**config.mk**
```make
export PLATFORM = sky130hd
export DESIGN_NAME = bsg_fsb_rr_hub
export DESIGN_NICKNAME = d
export VERILOG_FILES = /design/src/rtl/bsg_fsb_rr_hub.sv
export SDC_FILE = /design/constraint.sdc
export NUM_CORES = 1
export LEC_CHECK = 0
export BUFFER_PORTS_ARGS = -buffer_cell sky130_fd_sc_hd__buf_2
export CAP_MARGIN = 15
export CORE_AREA = 2 2 229 231
export CTS_BUF_LIST = sky130_fd_sc_hd__clkbuf_16
export DETAILED_ROUTE_END_ITERATION = 10
export DIE_AREA = 0 0 231 233
export PLACE_DENSITY = 0.37
export SKIP_CTS_REPAIR_TIMING = 1
export SLEW_MARGIN = 20
export SYNTH_ARGS = -nofsm -noshare
export SYNTH_HDL_FRONTEND = slang
export SYNTH_SLANG_ARGS = --single-unit
```
**constraint.sdc**
```tcl
create_clock -name clk_i -period 6.7 [get_ports clk_i]
set_input_delay 0.335 -clock clk_i [delete_from_list [all_inputs] [get_ports clk_i]]
set_output_delay 0.335 -clock clk_i [all_outputs]
set_load 0.01 [all_outputs]
```
**src/rtl/bsg_fsb_rr_hub.sv**
```systemverilog
// bsg_fsb_rr_hub
//   N-node front-side-bus hub between the comm-link core interface (asm side)
//   and nodes_p client nodes.
//   - Inbound packets are steered to one node by their destination id field.
//   - In-band control packets (ctrl bit set) enable, disable or reset nodes.
//   - Outbound node traffic is round-robin arbitrated into a registered
//     asm output stage that moves one packet per cycle.
//
// Ports
//   clk_i, async_reset_n_i      clock, asynchronous active-low reset
//   asm_v_i/asm_data_i          inbound packet from the core
//   asm_yumi_o                  inbound packet consumed this cycle
//   asm_v_o/asm_data_o          registered outbound packet to the core
//   asm_ready_i                 core can accept the outbound packet
//   node_v_o/node_data_o        per-node inbound valid, shared inbound data
//   node_ready_i                per-node inbound ready
//   node_v_i/node_data_i        per-node outbound valid and data
//   node_yumi_o                 per-node outbound packet consumed
//   node_en_r_o                 registered node enables
//   node_reset_r_o              registered node resets (active high)
//   drop_cnt_r_o                saturating dropped-packet count
//
// Optional feature
//   `define BSG_FSB_RR_HUB_DROP_CNT_EN to add the drop_cnt_r_o port and its
//   8-bit saturating counter. Without it, dropped packets are silent.

module bsg_fsb_rr_hub #(
  parameter int                 width_p                = 80,
  parameter int                 nodes_p                = 4,
  parameter int                 id_width_p             = 4,
  parameter logic [nodes_p-1:0] enabled_at_start_vec_p = '0,
  parameter int                 reset_cycles_p         = 8
) (
  input  logic                 clk_i,
  input  logic                 async_reset_n_i,
  input  logic                 asm_v_i,
  input  logic [width_p-1:0]   asm_data_i,
  output logic                 asm_yumi_o,
  output logic                 asm_v_o,
  output logic [width_p-1:0]   asm_data_o,
  input  logic                 asm_ready_i,
  output logic [nodes_p-1:0]   node_v_o,
  output logic [width_p-1:0]   node_data_o,
  input  logic [nodes_p-1:0]   node_ready_i,
  input  logic [nodes_p-1:0]   node_v_i,
  input  logic [width_p-1:0]   node_data_i [nodes_p-1:0],
  output logic [nodes_p-1:0]   node_yumi_o,
  output logic [nodes_p-1:0]   node_en_r_o,
`ifdef BSG_FSB_RR_HUB_DROP_CNT_EN
  output logic [7:0]           drop_cnt_r_o,
`endif
  output logic [nodes_p-1:0]   node_reset_r_o
);

  localparam int ptr_w = (nodes_p > 1) ? $clog2(nodes_p) : 1;
  localparam int cnt_w = $clog2(reset_cycles_p + 1);
  localparam logic [cnt_w-1:0] cnt_load = cnt_w'(reset_cycles_p);

  // Packet field decode
  logic [id_width_p-1:0] dest;
  logic                  ctrl;
  logic [1:0]            opcode;

  assign dest   = asm_data_i[width_p-1 -: id_width_p];
  assign ctrl   = asm_data_i[width_p-id_width_p-1];
  assign opcode = asm_data_i[1:0];

  // One-hot destination; all zero when the id names no existing node,
  // which keeps every per-node lookup below in range.
  logic [nodes_p-1:0] dest_oh;

  always_comb begin
    dest_oh = '0;
    for (int i = 0; i < nodes_p; i++) begin
      dest_oh[i] = (dest == id_width_p'(i));
    end
  end

  logic [nodes_p-1:0] live;
  logic               dest_in_range;
  logic               dest_live;
  logic               dest_ready;

  assign live          = node_en_r_o & ~node_reset_r_o;
  assign dest_in_range = |dest_oh;
  assign dest_live     = |(dest_oh & live);
  assign dest_ready    = |(dest_oh & node_ready_i);

  // Inbound classification: control, deliverable data, or drop
  logic ctrl_v;
  logic data_v;
  logic drop;

  assign ctrl_v = asm_v_i & ctrl & dest_in_range;
  assign data_v = asm_v_i & ~ctrl & dest_live;
  assign drop   = asm_v_i & ~ctrl_v & ~data_v;

  assign asm_yumi_o  = ctrl_v | drop | (data_v & dest_ready);
  assign node_v_o    = data_v ? dest_oh : '0;
  assign node_data_o = asm_data_i;

  logic [nodes_p-1:0] op_en;
  logic [nodes_p-1:0] op_dis;
  logic [nodes_p-1:0] op_rst;

  assign op_en  = (ctrl_v && opcode == 2'b01) ? dest_oh : '0;
  assign op_dis = (ctrl_v && opcode == 2'b10) ? dest_oh : '0;
  assign op_rst = (ctrl_v && opcode == 2'b11) ? dest_oh : '0;

  // Per-node reset counters; a reload always wins over the decrement so a
  // repeated reset command restarts the full count.
  logic [cnt_w-1:0] rst_cnt   [nodes_p];
  logic [cnt_w-1:0] rst_cnt_n [nodes_p];

  always_comb begin
    for (int i = 0; i < nodes_p; i++) begin
      rst_cnt_n[i] = '0;
      if (op_rst[i]) begin
        rst_cnt_n[i] = cnt_load;
      end else if (rst_cnt[i] != '0) begin
        rst_cnt_n[i] = rst_cnt[i] - cnt_w'(1);
      end
    end
  end

  always_ff @(posedge clk_i or negedge async_reset_n_i) begin
    if (!async_reset_n_i) begin
      node_en_r_o    <= enabled_at_start_vec_p;
      node_reset_r_o <= '1;
      for (int i = 0; i < nodes_p; i++) begin
        rst_cnt[i] <= cnt_load;
      end
    end else begin
      node_en_r_o <= (node_en_r_o | op_en) & ~op_dis;
      for (int i = 0; i < nodes_p; i++) begin
        rst_cnt[i]        <= rst_cnt_n[i];
        node_reset_r_o[i] <= (rst_cnt_n[i] != '0);
      end
    end
  end

  // Outbound round-robin: first live requester at or after rr_ptr
  logic [nodes_p-1:0] req;
  logic               load;
  logic [ptr_w-1:0]   rr_ptr;
  logic [ptr_w-1:0]   grant_idx;
  logic               grant_v;
  logic [ptr_w-1:0]   ptr_next;

  assign req  = node_v_i & live;
  assign load = ~asm_v_o | asm_ready_i;

  always_comb begin
    int idx;
    grant_v   = 1'b0;
    grant_idx = '0;
    idx       = 0;
    for (int k = 0; k < nodes_p; k++) begin
      idx = int'(rr_ptr) + k;
      if (idx >= nodes_p) begin
        idx = idx - nodes_p;
      end
      if (!grant_v && req[ptr_w'(idx)]) begin
        grant_v   = 1'b1;
        grant_idx = ptr_w'(idx);
      end
    end
  end

  assign ptr_next    = (grant_idx == ptr_w'(nodes_p - 1)) ? '0 : grant_idx + ptr_w'(1);
  assign node_yumi_o = (load && grant_v) ? (nodes_p'(1) << grant_idx) : '0;

  always_ff @(posedge clk_i or negedge async_reset_n_i) begin
    if (!async_reset_n_i) begin
      asm_v_o    <= 1'b0;
      asm_data_o <= '0;
      rr_ptr     <= '0;
    end else if (load) begin
      asm_v_o <= grant_v;
      if (grant_v) begin
        asm_data_o <= node_data_i[grant_idx];
        rr_ptr     <= ptr_next;
      end
    end
  end

`ifdef BSG_FSB_RR_HUB_DROP_CNT_EN
  always_ff @(posedge clk_i or negedge async_reset_n_i) begin
    if (!async_reset_n_i) begin
      drop_cnt_r_o <= '0;
    end else if (drop && drop_cnt_r_o != 8'hFF) begin
      drop_cnt_r_o <= drop_cnt_r_o + 8'd1;
    end
  end
`else
  logic unused_drop;
  assign unused_drop = drop;
`endif

endmodule
```
==> results of run 1 <==
## cells in the mapped netlist, types with 4 or more instances
master	count
nor4b_1	82
a211o_1	4
nand3b_1	9
dfstp_2	8
nor3_1	13
nor2b_1	9
a211oi_1	160
buf_4	96
inv_1	8
a21oi_1	14
mux2i_1	80
clkbuf_1	50
dfrtp_1	99
and3b_1	4
or3_1	9
a31oi_1	4
nand2b_1	5
nor2_1	94
ha_1	5
nand2_1	8
## power by group through the flow
| stage | clock [mW] | sequential [mW] | combinational (mW) |
|---|---|---|---|
| 6_report | 0.589 | 1.15 | 1.13 |
| 5_1_grt | 0.651 | 1.19 | 1.26 |
| 4_1_cts | 0.632 | 1.15 | 1.16 |
| 3_5_place_dp | 0 | 1.16 | 1.15 |
| 3_3_place_gp | 0 | 1.16 | 1.16 |
| 2_1_floorplan | 0 | 1.26 | 0.540 |
## layer usage
metal / track usage, % / vias to the layer above / routed length (um) / share of wire [%]
met5: 0 / - / 26 / 0.075
met4: 4.48 / 4 / 946 / 2.7
met3: 4.61 / 69 / 2870 / 8.2
met2: 20.6 / 343 / 16500 / 47
met1: 14.9 / 3667 / 14400 / 41
li1: - / 3563 / - / -
## stage by stage
stage	utilization (%)	power, mW
2_1_floorplan	-	1.80
3_3_place_gp	19.1	2.32
3_5_place_dp	19.2	2.32
4_1_cts	19.8	2.94
5_1_grt	19.8	3.11
6_report	19.8	2.87
## worst max-delay path: cells and delay by family, from the launching register on
| kind | cells | cell delay, ns |
|---|---|---|
| AND/OR/NAND/NOR | 3 | 1.08 |
| flip-flops | 1 | 0.47 |
| buffers and inverters | 3 | 1.48 |
| AO/OA/AOI/OAI | 1 | 0.17 |
## final cells by class
| cell class | count | area [um2] |
|---|---|---|
| Antenna cell | 2 | 5.00 |
| Clock buffer | 9 | 225 |
| Clock inverter | 7 | 83.8 |
| Fill cell | 5744 | 41000 |
| Inverter | 9 | 33.8 |
| Multi-Input combinational cell | 525 | 3870 |
| Sequential cell | 107 | 2690 |
| Tap cell | 680 | 851 |
| Timing Repair Buffer | 459 | 2360 |
## worst max path at each step
stage                            startpoint              to  cells past startpoint
after floorplan           node_reset_r_o[1]  node_yumi_o[3]                      9
after global placement            rr_ptr[1]  node_yumi_o[1]                      7
after detailed placement          rr_ptr[1]  node_yumi_o[1]                      7
after CTS                         rr_ptr[1]  node_yumi_o[1]                      7
after global routing              rr_ptr[1]  node_yumi_o[1]                      7
final                             rr_ptr[1]  node_yumi_o[1]                      7
## flip-flops by register name (all words and copies together), names as in the netlist
signal          flops
asm_data_o         80
rst_cnt            16
node_en_r_o         4
node_reset_r_o      4
rr_ptr              2
asm_v_o             1
## cell families after synthesis
logic type      Yosys count
simple gates            248
compound gates          191
buf+inv                 157
flops                   107
mux                      81
fa+ha+maj                 5
==> impl_metrics.json, run 1 <==
{
  "placed_cells": 1780,
  "dieArea_mm2": 0.0538,
  "p_sw_mw": 1.11,
  "setup_ws_ns": 2.68,
  "finalHoldViolCount": 4,
  "grtUsageTotal_pct": 12.5,
  "status": "complete, but fails checks",
  "grt_max_degree": 64,
  "drc": 0,
  "setup_viol": 0,
  "viasPerCell": 4.25,
  "ys_ff_latch": 107,
  "synth-async-reset-ratio_pct": 100,
  "cpMaxStageDelayCell": "buf_4",
  "crit_arrival_ns": 3.69,
  "reg2reg_depth": 7,
  "skew_ns": 0.0162,
  "syn_area_per_cell_um2": 9.45,
  "switching_share_pct": 38.7,
  "yosysWarnings": 0,
  "cts_made_buffers": 9,
  "r2r-start": "rr_ptr[1]",
  "cts_tree": "built",
  "place.detailed.hpwl_um": 25700,
  "hold_ws_ns": -0.0112,
  "row_count": 83,
  "detail-route-antenna-nets": 0,
  "fmax_ghz": 0.249,
  "crit_path_max_fanout": 63,
  "min_period_over_period_pct": 60.0,
  "drv_slew": 0,
  "finalInstanceArea_mm2": 0.0101,
  "violations": "hold timing",
  "clk_path_buf_depth": 2,
  "nNetsFinal": 1528,
  "syn_nets": 1206,
  "intPower_mw": 1.76,
  "pre_cts_slack_ns": 3.03,
  "synth-simple-area-share_pct": 20.6,
  "relSlewSlack_pct": 38.7,
  "first_pass_iters": 6,
  "r2r_end": "asm_data_o[67]",
  "synthMuxAreaShare_pct": 10.9,
  "grt_overflow": 0,
  "post_layout_nonfiller_instances": 1798,
  "critical-path-max-stage-delay_ns": 0.80,
  "maxCapViolCount": 0,
  "r2r_slack_ns": 3.14,
  "synth_xor_area_share_pct": 0,
  "synthTopCellsByArea": "dfrtp_1 (33%), a211oi_1 (16%), mux2i_1 (11%), buf_4 (9.7%), nor4b_1 (9.6%)",
  "required_ns": 6.36,
  "crit_chain": "nand4bb_1, a21oi_4, buf_4, or3_4, buf_4, nor2_1, buf_2",
  "synth-compound-area-share_pct": 18.9,
  "drtIter0Drc": 308,
  "synth_top_family_by_area": "simple AND/OR/NAND/NOR gates",
  "antenna_found_initial": 4,
  "grt_pass1_wl_um": 49900,
  "critPathKind": "register to primary output",
  "final_cell_mix": "buf_2 (442), a211oi_1 (160), dfrtp_1 (99)",
  "wl_per_cell_um": 19.4,
  "portBuffers": 443,
  "synthAdderAreaFrac_pct": 0.839,
  "p_leak_nw": 4.86,
  "tns_ns": 0,
  "cts_max_level": 3,
  "clock_power_share_pct": 20.5,
  "place_area_mm2": 0.00980,
  "die_w_um": 231,
  "layout_commonest_cell": "buf_2",
  "tightest_slew_ns": 0.919,
  "synth_area_mm2": 0.00745,
  "cts.clk_slew.worst_paths_ns": 0.09,
  "drt_wl_total_um": 34800,
  "fin_crit_ns": 4.02,
  "synth_seq_area_share_pct": 36.1,
  "ios": 590,
  "ys.flop_type": "dfrtp_1",
  "die_h_um": 233,
  "synth_cell_type_count": 41,
  "worstSkewPairLatency_ns": 0.39,
  "numClockSinks": 107,
  "seqPwrFrac_pct": 40.1,
  "post-synth-top-area-cell": "dfrtp_1",
  "drive_gt1_share_pct": 44.2,
  "area_delta_synth_final_pct": 35.8,
  "initial_utilization_pct": 14.6,
  "power_density_mw_per_mm2": 284,
  "synthCells": 789,
  "rsz0062_at_grt": "false",
  "start_kind": "register",
  "critPathCaptureType": "primary output",
  "vias": 7646,
  "synth_top_area_share_pct": 33.2,
  "synth_edf_count": 0,
  "clockRootBuffer": "clkbuf_16",
  "hp-class": "input pin to async pin",
  "peakVddDrop_v": 0.000108,
  "gp_congestion": 0.761,
  "cp_common_cell": "buf_4",
  "grt_pass1_vias": 7800,
  "pwr-share-comb_pct": 39.4,
  "core-area_mm2": 0.0511
}
Power figures use the tool's default switching activity.
==> inputs of run 2 (changes only) <==
Settings changed: ABC_AREA set to 1, CORE_AREA 2 2 229 231 to 2 2 228 230, DIE_AREA 0 0 231 233 to 0 0 230 232, PLACE_DENSITY 0.37 to 0.41.
Clock period 6.7 ns to 3.94 ns, I/O delays scaled along.
==> impl_metrics.json, run 2 <==
{
  "largest_reg_flops": 80,
  "fillers": 6003,
  "portBuffers": 443,
  "worstSkewPairLatency_ns": 0.39,
  "drv_slew": 0,
  "crit_chain": "inv_2, nand2_1, nand2_2, inv_2, nand3_2, nand2_2, nand4_1, nand2_8, nand2_8, inv_2, nand2_1, nor2_1, buf_2",
  "fin_crit_ns": 3.32,
  "maxCapViolCount": 0,
  "placed_cells": 2570,
  "crit_path_max_fanout": 76,
  "pre_cts_slack_ns": 0.844,
  "p_sw_mw": 6.71,
  "p_leak_nw": 7.55,
  "critPathCaptureType": "primary output",
  "die_h_um": 232,
  "hp-class": "input pin to register",
  "ys_ff_latch": 107,
  "drtIter0Drc": 400,
  "critical-path-max-stage-delay_ns": 0.67,
  "clock_power_share_pct": 8.5,
  "r2r_slack_ns": 0.69,
  "intPower_mw": 5.02,
  "grtUsageTotal_pct": 13.7,
  "drc": 0,
  "start_kind": "register",
  "clockRootBuffer": "clkbuf_16",
  "numClockSinks": 107,
  "status": "complete, no violations",
  "synthTopCellsByArea": "dfrtp_1 (26%), nand2_1 (21%), nand3_1 (18%), inv_1 (14%), buf_4 (7.0%)",
  "first_pass_iters": 7,
  "r2r-start": "rr_ptr[0]",
  "setup_viol": 0,
  "post_layout_nonfiller_instances": 2589,
  "skew_ns": 0.0125,
  "place_area_mm2": 0.0115,
  "hold_path_end": "asm_v_o",
  "min_from": "asm_ready_i",
  "initial_utilization_pct": 18.4,
  "post-synth-top-count-cell": "nand2_1",
  "yosysWarnings": 0,
  "nNetsFinal": 2319,
  "grt_pass1_vias": 10400,
  "syn_area_per_cell_um2": 5.84,
  "cts_tree": "built",
  "area_delta_synth_final_pct": 26.9,
  "post-synth-top-area-cell": "dfrtp_1",
  "synth_edf_count": 0,
  "synth-async-reset-ratio_pct": 100,
  "setup_ws_ns": 0.624,
  "seqPwrFrac_pct": 17.6,
  "rsz0062_at_grt": "false",
  "min_period_over_period_pct": 84.2,
  "vias": 10600,
  "cp_common_cell": "inv_2",
  "largest-register": "asm_data_o",
  "cts.clk_slew.worst_paths_ns": 0.08,
  "pwr-share-comb_pct": 73.9,
  "ys.flop_type": "dfrtp_1",
  "synth_area_mm2": 0.00935,
  "synthCells": 1600,
  "utilization_pct": 23.3,
  "finalInstanceArea_mm2": 0.0119,
  "core-area_mm2": 0.0509,
  "cts_made_buffers": 9,
  "gp_congestion": 0.882,
  "antenna_found_initial": 4,
  "synth_top_area_share_pct": 26.5,
  "drt_wl_total_um": 37300,
  "detail-route-antenna-nets": 0,
  "syn_nets": 2017,
  "ios": 590,
  "place.detailed.hpwl_um": 28600,
  "layout_commonest_cell": "nand2_1",
  "switching_share_pct": 57.2,
  "cpMaxStageDelayCell": "dfrtp_1",
  "hold-path-cell-count": 4,
  "drive_gt1_share_pct": 26.0,
  "synth_seq_area_share_pct": 28.7,
  "synth_cell_type_count": 28,
  "relSlewSlack_pct": 28.8,
  "crit_arrival_ns": 3.12,
  "finalHoldViolCount": 0,
  "required_ns": 3.74,
  "tightest_slew_ns": 1.07,
  "critPathKind": "register to primary output",
  "cts_max_level": 3,
  "reg.largest.list": "asm_data_o x80, rst_cnt x16",
  "dieArea_mm2": 0.0534,
  "viasPerCell": 4.09,
  "peakVddDrop_v": 0.000711,
  "die_w_um": 230,
  "reg2reg_depth": 14,
  "grt_overflow": 0,
  "wl_per_cell_um": 14.4,
  "tns_ns": 0,
  "grt_max_degree": 161,
  "row_count": 83,
  "power_density_mw_per_mm2": 989,
  "fmax_ghz": 0.302,
  "grt_pass1_wl_um": 57200,
  "synth_common_cells": "nand2_1 (519), inv_1 (355), nand3_1 (343)",
  "final_cell_mix": "nand2_1 (518), buf_2 (442), inv_1 (354)",
  "r2r_end": "asm_data_o[61]",
  "clk_path_buf_depth": 2
}
run 2: changes by cell type in the layout (fill, tap and decap cells not counted), sizes merged, moves of 8 or more:
| cell | delta |
|---|---|
| or3 | -9 |
| nand3 | +342 |
| inv | +350 |
| nor2 | -55 |
| nand2 | +516 |
| nand3b | -8 |
| nor4b | -82 |
| mux2i | -80 |
| a211oi | -160 |
| nand4 | +9 |
| nor2b | -9 |
run 2: area by class of cell:
class	count	area, um2	share of cell area, %
diodes	2	5.00	0.0422
multi-input cells	967	4290	36.1
clock buffers	9	225	1.90
flip-flops and latches	107	2690	22.7
inverters	359	1350	11.4
repair buffers	458	2380	20.0
well taps	680	851	7.17
clock inverters	7	82.6	0.696
run 2: worst max-delay path by stage:
| stage | cells past startpoint | start | slack (ns) | to |
|---|---|---|---|---|
| 2_1_floorplan | 15 | node_reset_r_o[0] | 1.76 | node_yumi_o[3] |
| 5_1_grt | 14 | rr_ptr[0] | 0.27 | node_yumi_o[3] |
| 6_report | 13 | rr_ptr[0] | 0.62 | node_yumi_o[2] |
| 4_1_cts | 13 | rr_ptr[0] | 0.56 | node_yumi_o[0] |
| 3_5_place_dp | 16 | rr_ptr[0] | 0.84 | asm_data_o[35] |
| 3_3_place_gp | 16 | rr_ptr[0] | 0.90 | asm_data_o[35] |
run 2: logic make-up after synthesis:
family          Yosys count  share of synthesized area [%]
simple gates            937                           43.1
flops                   107                           28.7
fa+ha+maj                 5                          0.669
buf+inv                 526                           25.9
compound gates           25                           1.57
run 2: power by group through the flow:
| stage | clock network (mW) | registers (mW) | logic (mW) |
|---|---|---|---|
| global placement | 0 | 2.09 | 8.79 |
| global route | 1.09 | 2.15 | 9.94 |
| CTS | 1.07 | 2.08 | 8.89 |
| floorplan | 0 | 2.22 | 6.31 |
| finish | 1.00 | 2.07 | 8.67 |
| detailed placement | 0 | 2.10 | 8.87 |
run 2: metrics by stage:
| step | power, mW | hold WS, ns |
|---|---|---|
| final | 11.7 | 0.179 |
| after global routing | 13.2 | 0.185 |
| after CTS | 12.1 | -0.232 |
| after detailed placement | 11.0 | 0.217 |
| after global placement | 10.9 | 0.220 |
| after floorplan | 8.53 | -0.0986 |
run 2: per-layer routing:
layer | up-vias | global-route usage, % | share of wire [%]
met5 | - | 0.460 | 0.18
met1 | 4800 | 17.3 | 45
met2 | 394 | 21.4 | 44
li1 | 5329 | - | -
met3 | 63 | 4.29 | 8.5
met4 | 6 | 6.01 | 3.1
run 2: critical path: cells and delay by family, from the launching register on:
family / cells / cell delay, ns
buffers and inverters: 4 / 0.57
flip-flops: 1 / 0.67
AND/OR/NAND/NOR: 9 / 1.49
